<file path="src/rtl/wb_write_arbiter_if.sv">
// Writeback bundle: ALU and load result inputs, regfile write port, and the
// decode-side forwarding lookup.
interface wb_write_arbiter_if #(
    parameter int XLEN = 32
);
    logic            i_alu_valid;
    logic [4:0]      i_alu_rd;
    logic [XLEN-1:0] i_alu_data;
    logic            o_alu_ready;
    logic            i_ld_valid;
    logic [4:0]      i_ld_rd;
    logic [XLEN-1:0] i_ld_data;
    logic [4:0]      o_wr_addr;
    logic [XLEN-1:0] o_wr_data;
    logic            o_reg_write;
    logic [4:0]      i_rs1_addr;
    logic [4:0]      i_rs2_addr;
    logic            o_rs1_fwd_valid;
    logic [XLEN-1:0] o_rs1_fwd_data;
    logic            o_rs2_fwd_valid;
    logic [XLEN-1:0] o_rs2_fwd_data;
    logic [31:0]     o_pending_mask;

    modport master (
        input  i_alu_valid, i_alu_rd, i_alu_data,
        output o_alu_ready,
        input  i_ld_valid, i_ld_rd, i_ld_data,
        output o_wr_addr, o_wr_data, o_reg_write,
        input  i_rs1_addr, i_rs2_addr,
        output o_rs1_fwd_valid, o_rs1_fwd_data,
        output o_rs2_fwd_valid, o_rs2_fwd_data,
        output o_pending_mask
    );

    modport slave (
        output i_alu_valid, i_alu_rd, i_alu_data,
        input  o_alu_ready,
        output i_ld_valid, i_ld_rd, i_ld_data,
        input  o_wr_addr, o_wr_data, o_reg_write,
        output i_rs1_addr, i_rs2_addr,
        input  o_rs1_fwd_valid, o_rs1_fwd_data,
        input  o_rs2_fwd_valid, o_rs2_fwd_data,
        input  o_pending_mask
    );
endinterface

</file>
<file path="src/rtl/wb_write_arbiter.sv">
// Regfile write-port arbiter: loads win, deferred ALU results drain in order
// from a small FIFO that also feeds forwarding and the pending-rd mask.
module wb_write_arbiter #(
    parameter int XLEN  = 32,
    parameter int DEPTH = 4
) (
    input  logic               clk,
    input  logic               i_reset,
    wb_write_arbiter_if.master bus
);
    localparam int AW = $clog2(DEPTH);
    localparam logic [AW:0] DEPTH_C = (AW+1)'(DEPTH);

    typedef logic [AW-1:0] ptr_t;

    ptr_t            head;
    ptr_t            tail;
    logic [AW:0]     count;
    logic [4:0]      buf_rd   [DEPTH];
    logic [XLEN-1:0] buf_data [DEPTH];

    logic            wr_en;
    logic [4:0]      wr_addr;
    logic [XLEN-1:0] wr_data;

    logic alu_ready;
    logic alu_live;
    logic ld_live;
    logic buf_empty;
    logic do_pop;
    logic do_push;

    // Ready depends only on the registered count, never on this cycle's inputs.
    assign alu_ready = (count < DEPTH_C);
    assign buf_empty = (count == '0);
    assign alu_live  = bus.i_alu_valid & alu_ready & (bus.i_alu_rd != 5'd0);
    assign ld_live   = bus.i_ld_valid & (bus.i_ld_rd != 5'd0);
    assign do_pop    = ~ld_live & ~buf_empty;
    // An accepted ALU result bypasses the buffer only when nothing else is writing.
    assign do_push   = alu_live & (ld_live | ~buf_empty);

    always_ff @(posedge clk or posedge i_reset) begin
        if (i_reset) begin
            head    <= '0;
            tail    <= '0;
            count   <= '0;
            wr_en   <= 1'b0;
            wr_addr <= '0;
            wr_data <= '0;
        end else begin
            if (ld_live) begin
                wr_en   <= 1'b1;
                wr_addr <= bus.i_ld_rd;
                wr_data <= bus.i_ld_data;
            end else if (!buf_empty) begin
                wr_en   <= 1'b1;
                wr_addr <= buf_rd[head];
                wr_data <= buf_data[head];
            end else if (alu_live) begin
                wr_en   <= 1'b1;
                wr_addr <= bus.i_alu_rd;
                wr_data <= bus.i_alu_data;
            end else begin
                wr_en   <= 1'b0;
            end
            if (do_push) tail <= tail + ptr_t'(1);
            if (do_pop)  head <= head + ptr_t'(1);
            count <= count + (AW+1)'(do_push) - (AW+1)'(do_pop);
        end
    end

    // Storage needs no reset: count alone decides which entries are live.
    always_ff @(posedge clk) begin
        if (do_push) begin
            buf_rd[tail]   <= bus.i_alu_rd;
            buf_data[tail] <= bus.i_alu_data;
        end
    end

    logic            f1_valid;
    logic [XLEN-1:0] f1_data;
    logic            f2_valid;
    logic [XLEN-1:0] f2_data;
    logic [31:0]     pending;
    ptr_t            idx;

    // Scan oldest to youngest so later hits override earlier ones.
    always_comb begin
        f1_valid = 1'b0;
        f1_data  = '0;
        f2_valid = 1'b0;
        f2_data  = '0;
        pending  = '0;
        idx      = head;
        if (wr_en && wr_addr == bus.i_rs1_addr && bus.i_rs1_addr != 5'd0) begin
            f1_valid = 1'b1;
            f1_data  = wr_data;
        end
        if (wr_en && wr_addr == bus.i_rs2_addr && bus.i_rs2_addr != 5'd0) begin
            f2_valid = 1'b1;
            f2_data  = wr_data;
        end
        for (int i = 0; i < DEPTH; i++) begin
            idx = head + ptr_t'(i);
            if ((AW+1)'(i) < count) begin
                pending[buf_rd[idx]] = 1'b1;
                if (buf_rd[idx] == bus.i_rs1_addr && bus.i_rs1_addr != 5'd0) begin
                    f1_valid = 1'b1;
                    f1_data  = buf_data[idx];
                end
                if (buf_rd[idx] == bus.i_rs2_addr && bus.i_rs2_addr != 5'd0) begin
                    f2_valid = 1'b1;
                    f2_data  = buf_data[idx];
                end
            end
        end
    end

    assign bus.o_alu_ready     = alu_ready;
    assign bus.o_reg_write     = wr_en;
    assign bus.o_wr_addr       = wr_addr;
    assign bus.o_wr_data       = wr_data;
    assign bus.o_rs1_fwd_valid = f1_valid;
    assign bus.o_rs1_fwd_data  = f1_data;
    assign bus.o_rs2_fwd_valid = f2_valid;
    assign bus.o_rs2_fwd_data  = f2_data;
    assign bus.o_pending_mask  = pending;
endmodule

</file>
<file path="src/flat_wrapper.sv">
// flat-port wrapper written by rule: the top's interface ports become plain ports
module wb_write_arbiter_flat 
#(
    parameter int XLEN  = 32,
    parameter int DEPTH = 4
)
  (clk, i_reset, bus_i_alu_valid, bus_i_alu_rd, bus_i_alu_data, bus_o_alu_ready, bus_i_ld_valid, bus_i_ld_rd, bus_i_ld_data, bus_o_wr_addr, bus_o_wr_data, bus_o_reg_write, bus_i_rs1_addr, bus_i_rs2_addr, bus_o_rs1_fwd_valid, bus_o_rs1_fwd_data, bus_o_rs2_fwd_valid, bus_o_rs2_fwd_data, bus_o_pending_mask);
  wb_write_arbiter_if #(.XLEN(XLEN)) bus_i ();
  input  logic clk;
  input  logic i_reset;
  input wire logic [$bits(bus_i.i_alu_valid)-1:0] bus_i_alu_valid;
  input wire logic [$bits(bus_i.i_alu_rd)-1:0] bus_i_alu_rd;
  input wire logic [$bits(bus_i.i_alu_data)-1:0] bus_i_alu_data;
  output wire logic [$bits(bus_i.o_alu_ready)-1:0] bus_o_alu_ready;
  input wire logic [$bits(bus_i.i_ld_valid)-1:0] bus_i_ld_valid;
  input wire logic [$bits(bus_i.i_ld_rd)-1:0] bus_i_ld_rd;
  input wire logic [$bits(bus_i.i_ld_data)-1:0] bus_i_ld_data;
  output wire logic [$bits(bus_i.o_wr_addr)-1:0] bus_o_wr_addr;
  output wire logic [$bits(bus_i.o_wr_data)-1:0] bus_o_wr_data;
  output wire logic [$bits(bus_i.o_reg_write)-1:0] bus_o_reg_write;
  input wire logic [$bits(bus_i.i_rs1_addr)-1:0] bus_i_rs1_addr;
  input wire logic [$bits(bus_i.i_rs2_addr)-1:0] bus_i_rs2_addr;
  output wire logic [$bits(bus_i.o_rs1_fwd_valid)-1:0] bus_o_rs1_fwd_valid;
  output wire logic [$bits(bus_i.o_rs1_fwd_data)-1:0] bus_o_rs1_fwd_data;
  output wire logic [$bits(bus_i.o_rs2_fwd_valid)-1:0] bus_o_rs2_fwd_valid;
  output wire logic [$bits(bus_i.o_rs2_fwd_data)-1:0] bus_o_rs2_fwd_data;
  output wire logic [$bits(bus_i.o_pending_mask)-1:0] bus_o_pending_mask;
  assign bus_i.i_alu_valid = bus_i_alu_valid;
  assign bus_i.i_alu_rd = bus_i_alu_rd;
  assign bus_i.i_alu_data = bus_i_alu_data;
  assign bus_o_alu_ready = bus_i.o_alu_ready;
  assign bus_i.i_ld_valid = bus_i_ld_valid;
  assign bus_i.i_ld_rd = bus_i_ld_rd;
  assign bus_i.i_ld_data = bus_i_ld_data;
  assign bus_o_wr_addr = bus_i.o_wr_addr;
  assign bus_o_wr_data = bus_i.o_wr_data;
  assign bus_o_reg_write = bus_i.o_reg_write;
  assign bus_i.i_rs1_addr = bus_i_rs1_addr;
  assign bus_i.i_rs2_addr = bus_i_rs2_addr;
  assign bus_o_rs1_fwd_valid = bus_i.o_rs1_fwd_valid;
  assign bus_o_rs1_fwd_data = bus_i.o_rs1_fwd_data;
  assign bus_o_rs2_fwd_valid = bus_i.o_rs2_fwd_valid;
  assign bus_o_rs2_fwd_data = bus_i.o_rs2_fwd_data;
  assign bus_o_pending_mask = bus_i.o_pending_mask;
  wb_write_arbiter #(.XLEN(XLEN), .DEPTH(DEPTH)) u_core (.clk(clk), .i_reset(i_reset), .bus(bus_i));
endmodule
</file>
<file path="config.mk">
export PLATFORM = sky130hd
export DESIGN_NAME = wb_write_arbiter_flat
export DESIGN_NICKNAME = d
export VERILOG_FILES = /design/src/rtl/wb_write_arbiter_if.sv /design/src/rtl/wb_write_arbiter.sv /design/src/flat_wrapper.sv
export SDC_FILE = /design/constraint.sdc
export NUM_CORES = 1
export LEC_CHECK = 0
export BUFFER_PORTS_ARGS = -buffer_cell sky130_fd_sc_hd__clkbuf_2
export CAP_MARGIN = 10
export CORE_ASPECT_RATIO = 1.5
export CORE_MARGIN = 1.5
export CORE_UTILIZATION = 30
export CTS_CLUSTER_DIAMETER = 150
export DETAILED_ROUTE_END_ITERATION = 8
export SYNTH_ARGS = -nofsm -noshare
export SYNTH_HDL_FRONTEND = slang
export SYNTH_SLANG_ARGS = --single-unit
</file>
<file path="constraint.sdc">
create_clock -name clk -period 3.8 [get_ports clk]
set_input_delay 0.76 -clock clk [delete_from_list [all_inputs] [get_ports clk]]
set_output_delay 0.76 -clock clk [all_outputs]
set_load 0.05 [all_outputs]
</file>
==> qor.csv, run 1 <==
stage,metric,value,unit
clocking,Root Buffer,sky130_fd_sc_hd__clkbuf_16,
flow_run,Max-Cap Viols,0,
setup_path,data arrival time of the critical path,3560,ps
pwr,Gate power share,73.5,%
synth,gate count after technology mapping,1431,
timing,period utilization,114,%
clocking,TritonCTS clock tree,built,
setup_path,Register-to-Register Path Depth,6,
synth,share of synthesized area spent on multiplexers,19.1,%
floorplanning,row cnt,98,
global_route,wire length of the first global-routing pass,87.6,mm
global_route,total overflow reported by the global router,0,
layout,"commonest cells after routing, fill and taps aside","sky130_fd_sc_hd__edfxtp_1 (148), sky130_fd_sc_hd__nor2_1 (133), sky130_fd_sc_hd__clkbuf_2 (127), sky130_fd_sc_hd__nand2_1 (117), sky130_fd_sc_hd__buf_4 (110)",
drt,DRC marker count from the first detailed-route iteration,1204,
global_route,vias in the first global route,14500,
timing,minimum clock period after layout,4320,ps
layout,"most common cell after layout, fill and taps aside",sky130_fd_sc_hd__edfxtp_1,
timing,endpoints failing hold,0,
synth,Main synth FF type,sky130_fd_sc_hd__edfxtp_1,
synth,async set-reset flop share out of synthesis,23.3,%
synth,YS warnings,0,
floorplanning,Vert. Die Dim,271,µm
pwr,power per cell area,922,nW/µm²
timing,unrepaired setup endpoints after global routing,true,
synth,xor/xnor share of the synthesized area,3.66,%
timing,Worst Skew,11.1,ps
synth,"post-synthesis share of cell area spent on and, or, nand and nor gates",13.2,%
placed_design,I/O Buffers,224,
pwr,clock power share,9.9,%
clocking,clock-pin transition on the worst setup and hold timing paths,80,ps
layout,number of filler cells placed in the layout,4314,
clocking,maximum clock insertion buffer count,2,
global_route,GRT Resource Usage Total,23.7,%
pwr,part of the power in registers,16.6,%
synth,Synth area leaders,"sky130_fd_sc_hd__edfxtp_1 (31%), sky130_fd_sc_hd__dfrtp_1 (7.8%), sky130_fd_sc_hd__mux4_2 (7.8%)",
pwr,leak pwr,7.87,nW
synth,share of synthesized area occupied by flip-flops and latches,38.8,%
synth,number of unique standard cell types used by synthesis,54,
pwr,peak supply drop,0.000496,V
synth,area share of the largest cell type after synthesis,31.0,%
synth,Synth Area in Compound Gates,19.9,%
timing,worst-case headroom to the max-slew limit,33.2,%
worst_hold_path,min-delay worst type,input pin to asynchronous set/reset pin,
setup_path,largest driver fanout on the critical path,12,
placed_design,Placed Cells incl. Taps,2255,
placed_design,Placed Area,18500,µm²
floorplanning,floorplan die area,49200,µm²
floorplanning,io pins,225,
synth,Synth Net Count,1528,
pwr,switching power summed over all nets,10.0,mW
placed_design,RD Place Congestion,0.953,
placed_design,half-perimeter wire length after detailed placement,40.0,mm
synth,Synth area leader,sky130_fd_sc_hd__edfxtp_1,
global_route,number of antenna violations at the first check in global routing,0,
outcome,status,finished with violations,
outcome,violated checks,setup timing,
clocking,H-tree depth,4,
layout,count of inserted antenna diode cells,0,
layout,number of nets in the layout,1826,
global_route,pin count of the biggest net entering global routing,90,
layout,post-route insts no fill,2342,
pwr,Internal Pwr Total,9.56,mW
layout,area growth from synthesis to layout,48.1,%
timing,final max-slew violation count,0,
floorplanning,core outline area,47500,µm²
clocking,clock latency of the later-clocked register in the worst-skew pair,460,ps
pwr,switching share of power,51.2,%
synth,dominant combinational cell family by area after synthesis,compound AO/OA/AOI/OAI gates,
drt,count of unresolved DRC violations after routing,0,
layout,fraction of final layout cells sized beyond drive strength 1,43.1,%
clocking,cts bufs inserted,17,
floorplanning,initial standard-cell utilization of the core,30.2,%
timing,top achievable clock speed,232,MHz
floorplanning,Die X,182,µm
drt,vias per cell,6.03,
drt,Vias,14100,
setup_path,endpoint class of the critical path,output port,
synth,post-synth design cell area,14300,µm²
drt,mean routed wirelength per cell,25.4,µm
synth,"post-synthesis share of cell area spent on full adders, half adders and majority gates",0.837,%
synth,Synth Register Bits,193,
setup_path,critical path class,flop to output port,
timing,setup slack of the critical path after layout,-520,ps
synth,number of enable flip-flop cells after synthesis,148,
synth,synthesized area divided by synthesized cell count,10.0,µm²
layout,final instance area,21300,µm²
drt,DRT Pass-1 Iters,5,
drt,antenna violation net count after detailed routing,0,
setup_path,Critical Path Source Type,flop,
drt,Detailed Route WL,59.4,mm
timing,slew of the pin with the lowest slew margin,1000,ps
clocking,Clock Sink Count,193,
setup_path,CP Data Required Time,3040,ps
clocking,CTS Hold Bufs,0,
timing,number of setup violations in the final report,66,
-- state kept, by name, indices dropped and copies added, names as in the netlist --
name and cells:
u_core.bus.o_wr_data 32, u_core.bus.o_reg_write 1, u_core.count 3, u_core.buf_data 128, u_core.head 2, u_core.tail 2, u_core.bus.o_wr_addr 5, u_core.buf_rd 20
-- final timing paths --
check | from | slack, ps | to
min in group clk | bus_i_alu_data[9] | 540 | u_core.buf_data[2][9]
max in group asynchronous | i_reset | 2550 | u_core.head[1]
hold reg to reg | u_core.bus.o_wr_data[7] | 620 | u_core.bus.o_wr_data[7]
hold / removal | i_reset | 490 | u_core.bus.o_wr_data[28]
setup reg to reg | u_core.count[2] | 1030 | u_core.buf_data[0][11]
setup / recovery | u_core.head[0] | -520 | bus_o_rs2_fwd_data[17]
-- routing by layer --
layer | vias up | wire length [µm] | global-route usage [%]
met5 | - | 0 | 0
met4 | 0 | 4200 | 16.3
met3 | 235 | 4010 | 3.74
met2 | 777 | 29800 | 41.2
met1 | 6960 | 21400 | 26.5
li1 | 6157 | - | -
-- Yosys cell counts, types with 26 or more instances --
library cell               count
sky130_fd_sc_hd__nor3b_1      33
sky130_fd_sc_hd__o22ai_1      26
sky130_fd_sc_hd__mux4_2       50
sky130_fd_sc_hd__nor3_1       35
sky130_fd_sc_hd__mux2_2       47
sky130_fd_sc_hd__a22oi_1      54
sky130_fd_sc_hd__a21oi_1      95
sky130_fd_sc_hd__o21ai_0      72
sky130_fd_sc_hd__nand2_1     122
sky130_fd_sc_hd__edfxtp_1    148
sky130_fd_sc_hd__nor2_1      150
sky130_fd_sc_hd__a22o_1       30
sky130_fd_sc_hd__buf_2        45
sky130_fd_sc_hd__clkbuf_1     61
sky130_fd_sc_hd__xnor2_1      37
sky130_fd_sc_hd__mux2i_1     104
sky130_fd_sc_hd__o221ai_1     39
sky130_fd_sc_hd__dfrtp_1      45
-- per-stage QoR --
stage               TNS (ps)  power [mW]  hold slack (ps)  worst slack (ps)  util (%)
detailed placement     -3930        15.9              598              -177      39.0
floorplan              -1660        11.2              580              -159         -
global route          -31130        20.4              529              -568      44.8
finish                -24960        19.6              486              -520      44.8
CTS                   -26500        19.0              517              -480      43.6
global placement       -4020        15.8              580              -210      39.0
-- cells by family (layout without fill, tap and decap cells) --
| family | count (synthesis) | after routing |
|---|---|---|
| AND/OR/NAND/NOR | 408 | 408 |
| adder cells (fa/ha/maj) | 9 | 9 |
| AO/OA/AOI/OAI | 413 | 414 |
| flip-flops | 193 | 193 |
| buffers and inverters | 144 | 454 |
| XOR/XNOR | 60 | 60 |
| multiplexers | 204 | 204 |
-- power by group through the flow --
stage	registers (mW)	logic, mW	clock network (mW)
6_report	3.26	14.4	1.94
5_1_grt	3.32	15.0	2.05
4_1_cts	3.23	13.8	1.96
3_5_place_dp	3.26	12.6	0
3_3_place_gp	3.23	12.5	0
2_1_floorplan	3.77	7.45	0
-- final cells by class --
class | instances | area [µm²] | share of cell area (%)
timing repair buffer | 408 | 4510 | 21.2
sequential | 193 | 5580 | 26.2
inverter | 14 | 53.8 | 0.253
tap | 600 | 751 | 3.53
clock inverter | 15 | 196 | 0.924
clock buffer | 17 | 425 | 2.00
multi-input combinational | 1095 | 9740 | 45.8
-- critical path: stages (launching register included) --
cell	delay [ps]
sky130_fd_sc_hd__dfrtp_4	460
sky130_fd_sc_hd__mux4_2	570
sky130_fd_sc_hd__a211o_1	330
sky130_fd_sc_hd__a2111oi_4	330
sky130_fd_sc_hd__buf_4	180
sky130_fd_sc_hd__a31oi_4	140
sky130_fd_sc_hd__buf_4	230
sky130_fd_sc_hd__a22o_1	240
sky130_fd_sc_hd__mux2i_1	220
sky130_fd_sc_hd__o221ai_2	200
sky130_fd_sc_hd__buf_12	190
-- timing repair --
action                                  CTS  global route
cloned                                   12             1
resized for setup                       198           127
pin swaps                                55            36
buffers inserted                         33            12
endpoints found under the setup margin   93            93
endpoints found under the hold margin     0             0
(Power assumes the default switching activity.)
==> inputs of run 2 (changes only) <==
clock period = 5.3 ns   (was 3.8 ns; I/O delays follow)
==> run 2 against run 1 <==
The run now ends clean. Combinational power is 42% lower. Critical path depth is 1 lower. Worst setup slack better by 650 ps. Sequential share of layout area is 5.4 points higher. Largest cell class unchanged. Non-clock buffer count is 125 lower. Critical path type unchanged. Clock skew is 2.1 ps lower. First-iteration DRC count is 9.0% lower. Design area is 17% lower. Hold slack better by 110 ps. Die area stayed put. Core utilization is 7.6 points lower.
==> qor.csv, run 2 (synthesis results as in run 1) <==
stage,metric,value,unit
placed_design,I/O Buffers,224,
clocking,Clock Sink Count,193,
placed_design,Placed Cells incl. Taps,2183,
timing,unrepaired setup endpoints after global routing,false,
setup_path,CP Data Required Time,4240,ps
drt,Detailed Route WL,56.6,mm
clocking,clock-pin transition on the worst setup and hold timing paths,70,ps
setup_path,delay of the slowest cell on the worst path,710,ps
layout,post-route insts no fill,2217,
timing,endpoints failing hold,0,
floorplanning,floorplan die area,49200,µm²
clocking,maximum clock insertion buffer count,2,
global_route,total overflow reported by the global router,0,
pwr,leak pwr,6.66,nW
timing,Final TNS setup,0,ps
timing,number of setup violations in the final report,0,
global_route,vias in the first global route,13600,
drt,antenna violation net count after detailed routing,0,
layout,top register by number of flip-flops,u_core.buf_data,
placed_design,RD Place Congestion,1.05,
clocking,cts bufs inserted,17,
pwr,Total Power Consumption,11.9,mW
setup_path,CP bufs+invs,2,
clocking,H-tree depth,4,
floorplanning,initial standard-cell utilization of the core,30.2,%
timing,Worst Skew,8.99,ps
global_route,number of antenna violations at the first check in global routing,2,
drt,Vias,13400,
timing,minimum clock period after layout,5170,ps
worst_hold_path,min-delay worst type,flop to flop,
timing,worst-case headroom to the max-slew limit,10.8,%
drt,mean routed wirelength per cell,25.5,µm
pwr,power per cell area,677,nW/µm²
setup_path,data arrival time of the critical path,4110,ps
clocking,clock latency of the later-clocked register in the worst-skew pair,460,ps
floorplanning,Vert. Die Dim,271,µm
setup_path,endpoint of the lowest-slack register-to-register path,u_core.buf_data[3][16],
clocking,Root Buffer,sky130_fd_sc_hd__clkbuf_16,
global_route,wire length of the first global-routing pass,83.8,mm
timing,slew of the pin with the lowest slew margin,1340,ps
layout,"commonest cells after routing, fill and taps aside","sky130_fd_sc_hd__clkbuf_2 (173), sky130_fd_sc_hd__nor2_1 (150), sky130_fd_sc_hd__edfxtp_1 (148), sky130_fd_sc_hd__nand2_1 (120), sky130_fd_sc_hd__mux2i_1 (103)",
placed_design,half-perimeter wire length after detailed placement,38.9,mm
setup_path,cell type group with the largest total delay on the critical path,compound AO/OA/AOI/OAI gates,
setup_path,Worst R2R Setup Slack,2390,ps
drt,count of unresolved DRC violations after routing,0,
global_route,GRT Resource Usage Total,22.8,%
layout,number of flip-flops under the largest register name,128,
drt,DRT Pass-1 Iters,5,
worst_hold_path,number of cells traversed by the worst hold path,2,
floorplanning,core outline area,47500,µm²
layout,final instance area,17600,µm²
setup_path,reg-to-reg startpoint,u_core.count[2],
setup_path,CP most frequent cell,sky130_fd_sc_hd__buf_12,
worst_hold_path,hold worst-path end,u_core.bus.o_wr_data[15],
setup_path,largest driver fanout on the critical path,33,
worst_hold_path,min-delay src,u_core.bus.o_wr_data[15],
pwr,peak supply drop,0.000393,V
layout,"most common cell after layout, fill and taps aside",sky130_fd_sc_hd__clkbuf_2,
drt,vias per cell,6.06,
setup_path,endpoint class of the critical path,output port,
setup_path,critical path class,flop to output port,
placed_design,Placed Area,17000,µm²
timing,final max-slew violation count,0,
global_route,pin count of the biggest net entering global routing,130,
setup_path,cell-by-cell listing of the critical path,mux4_2 -> a211o_1 -> a2111oi_2 -> and3_2 -> buf_12 -> a22o_1 -> mux2i_1 -> o221ai_1 -> buf_12,
layout,area growth from synthesis to layout,22.9,%
drt,DRC marker count from the first detailed-route iteration,1096,
floorplanning,Die X,182,µm
floorplanning,io pins,225,
layout,number of nets in the layout,1700,
floorplanning,row cnt,98,
layout,fraction of final layout cells sized beyond drive strength 1,27.4,%
flow_run,Max-Cap Viols,0,
setup_path,Critical Path Source Type,flop,
timing,top achievable clock speed,194,MHz
outcome,status,"complete, no violations",
timing,period utilization,97.5,%
setup_path,Register-to-Register Path Depth,6,
clocking,TritonCTS clock tree,built,
setup_path,standard cell with the maximum stage delay on the critical path,sky130_fd_sc_hd__mux4_2,
-- run 2: final cells by class --
cell class,count,area (µm²)
inverters,14,53.8
flip-flops and latches,193,5580
multi-input cells,1094,8230
fillers,4711,29800
diodes,1,2.50
well taps,600,751
clock buffers,18,439
repair buffers,283,2440
clock inverters,14,130
-- run 2: layer usage --
metal | part of all wire (%) | global-route usage, %
met1 | 38 | 26.1
met2 | 49 | 39.2
met3 | 6.3 | 3.42
met4 | 6.3 | 14.8
met5 | 0.023 | 0
-- run 2: power breakdown --
group	internal [mW]	switching, mW
logic	2.83	5.48
registers	1.98	0.368
clock network	0.666	0.607
total	5.48	6.45
-- run 2: tightest hold or removal path: stages (launching register included) --
cell	delay, ps
sky130_fd_sc_hd__dfrtp_1	410
sky130_fd_sc_hd__nor2_1	110
sky130_fd_sc_hd__a21oi_1	50
-- run 2: timing repair --
item,CTS,global route
buffers inserted,0,1
endpoints found under the setup margin,5,28
gates resized for setup,2,3
pin swaps,0,1
hold buffers,0,0
cloned,0,0
-- run 2: stage by stage --
step	worst slack (ps)	hold slack, ps	utilization, %
2_1_floorplan	383	580	-
3_3_place_gp	405	566	35.9
3_5_place_dp	364	581	35.9
4_1_cts	76.7	598	37.1
5_1_grt	9.25	625	37.1
6_report	133	599	37.1
-- run 2: worst max-delay path by stage --
| stage | start | endpoint | slack (ps) | cells after the start |
|---|---|---|---|---|
| detailed placement | bus_i_rs1_addr[0] | bus_o_rs1_fwd_data[18] | 360 | 8 |
| global route | u_core.head[1] | bus_o_rs1_fwd_data[1] | 9 | 8 |
| floorplan | bus_i_rs1_addr[3] | bus_o_rs1_fwd_data[13] | 380 | 8 |
| finish | u_core.head[0] | bus_o_rs2_fwd_data[13] | 130 | 9 |
| CTS | u_core.head[0] | bus_o_rs1_fwd_data[1] | 80 | 9 |
| global placement | bus_i_rs1_addr[0] | bus_o_rs1_fwd_data[18] | 410 | 8 |
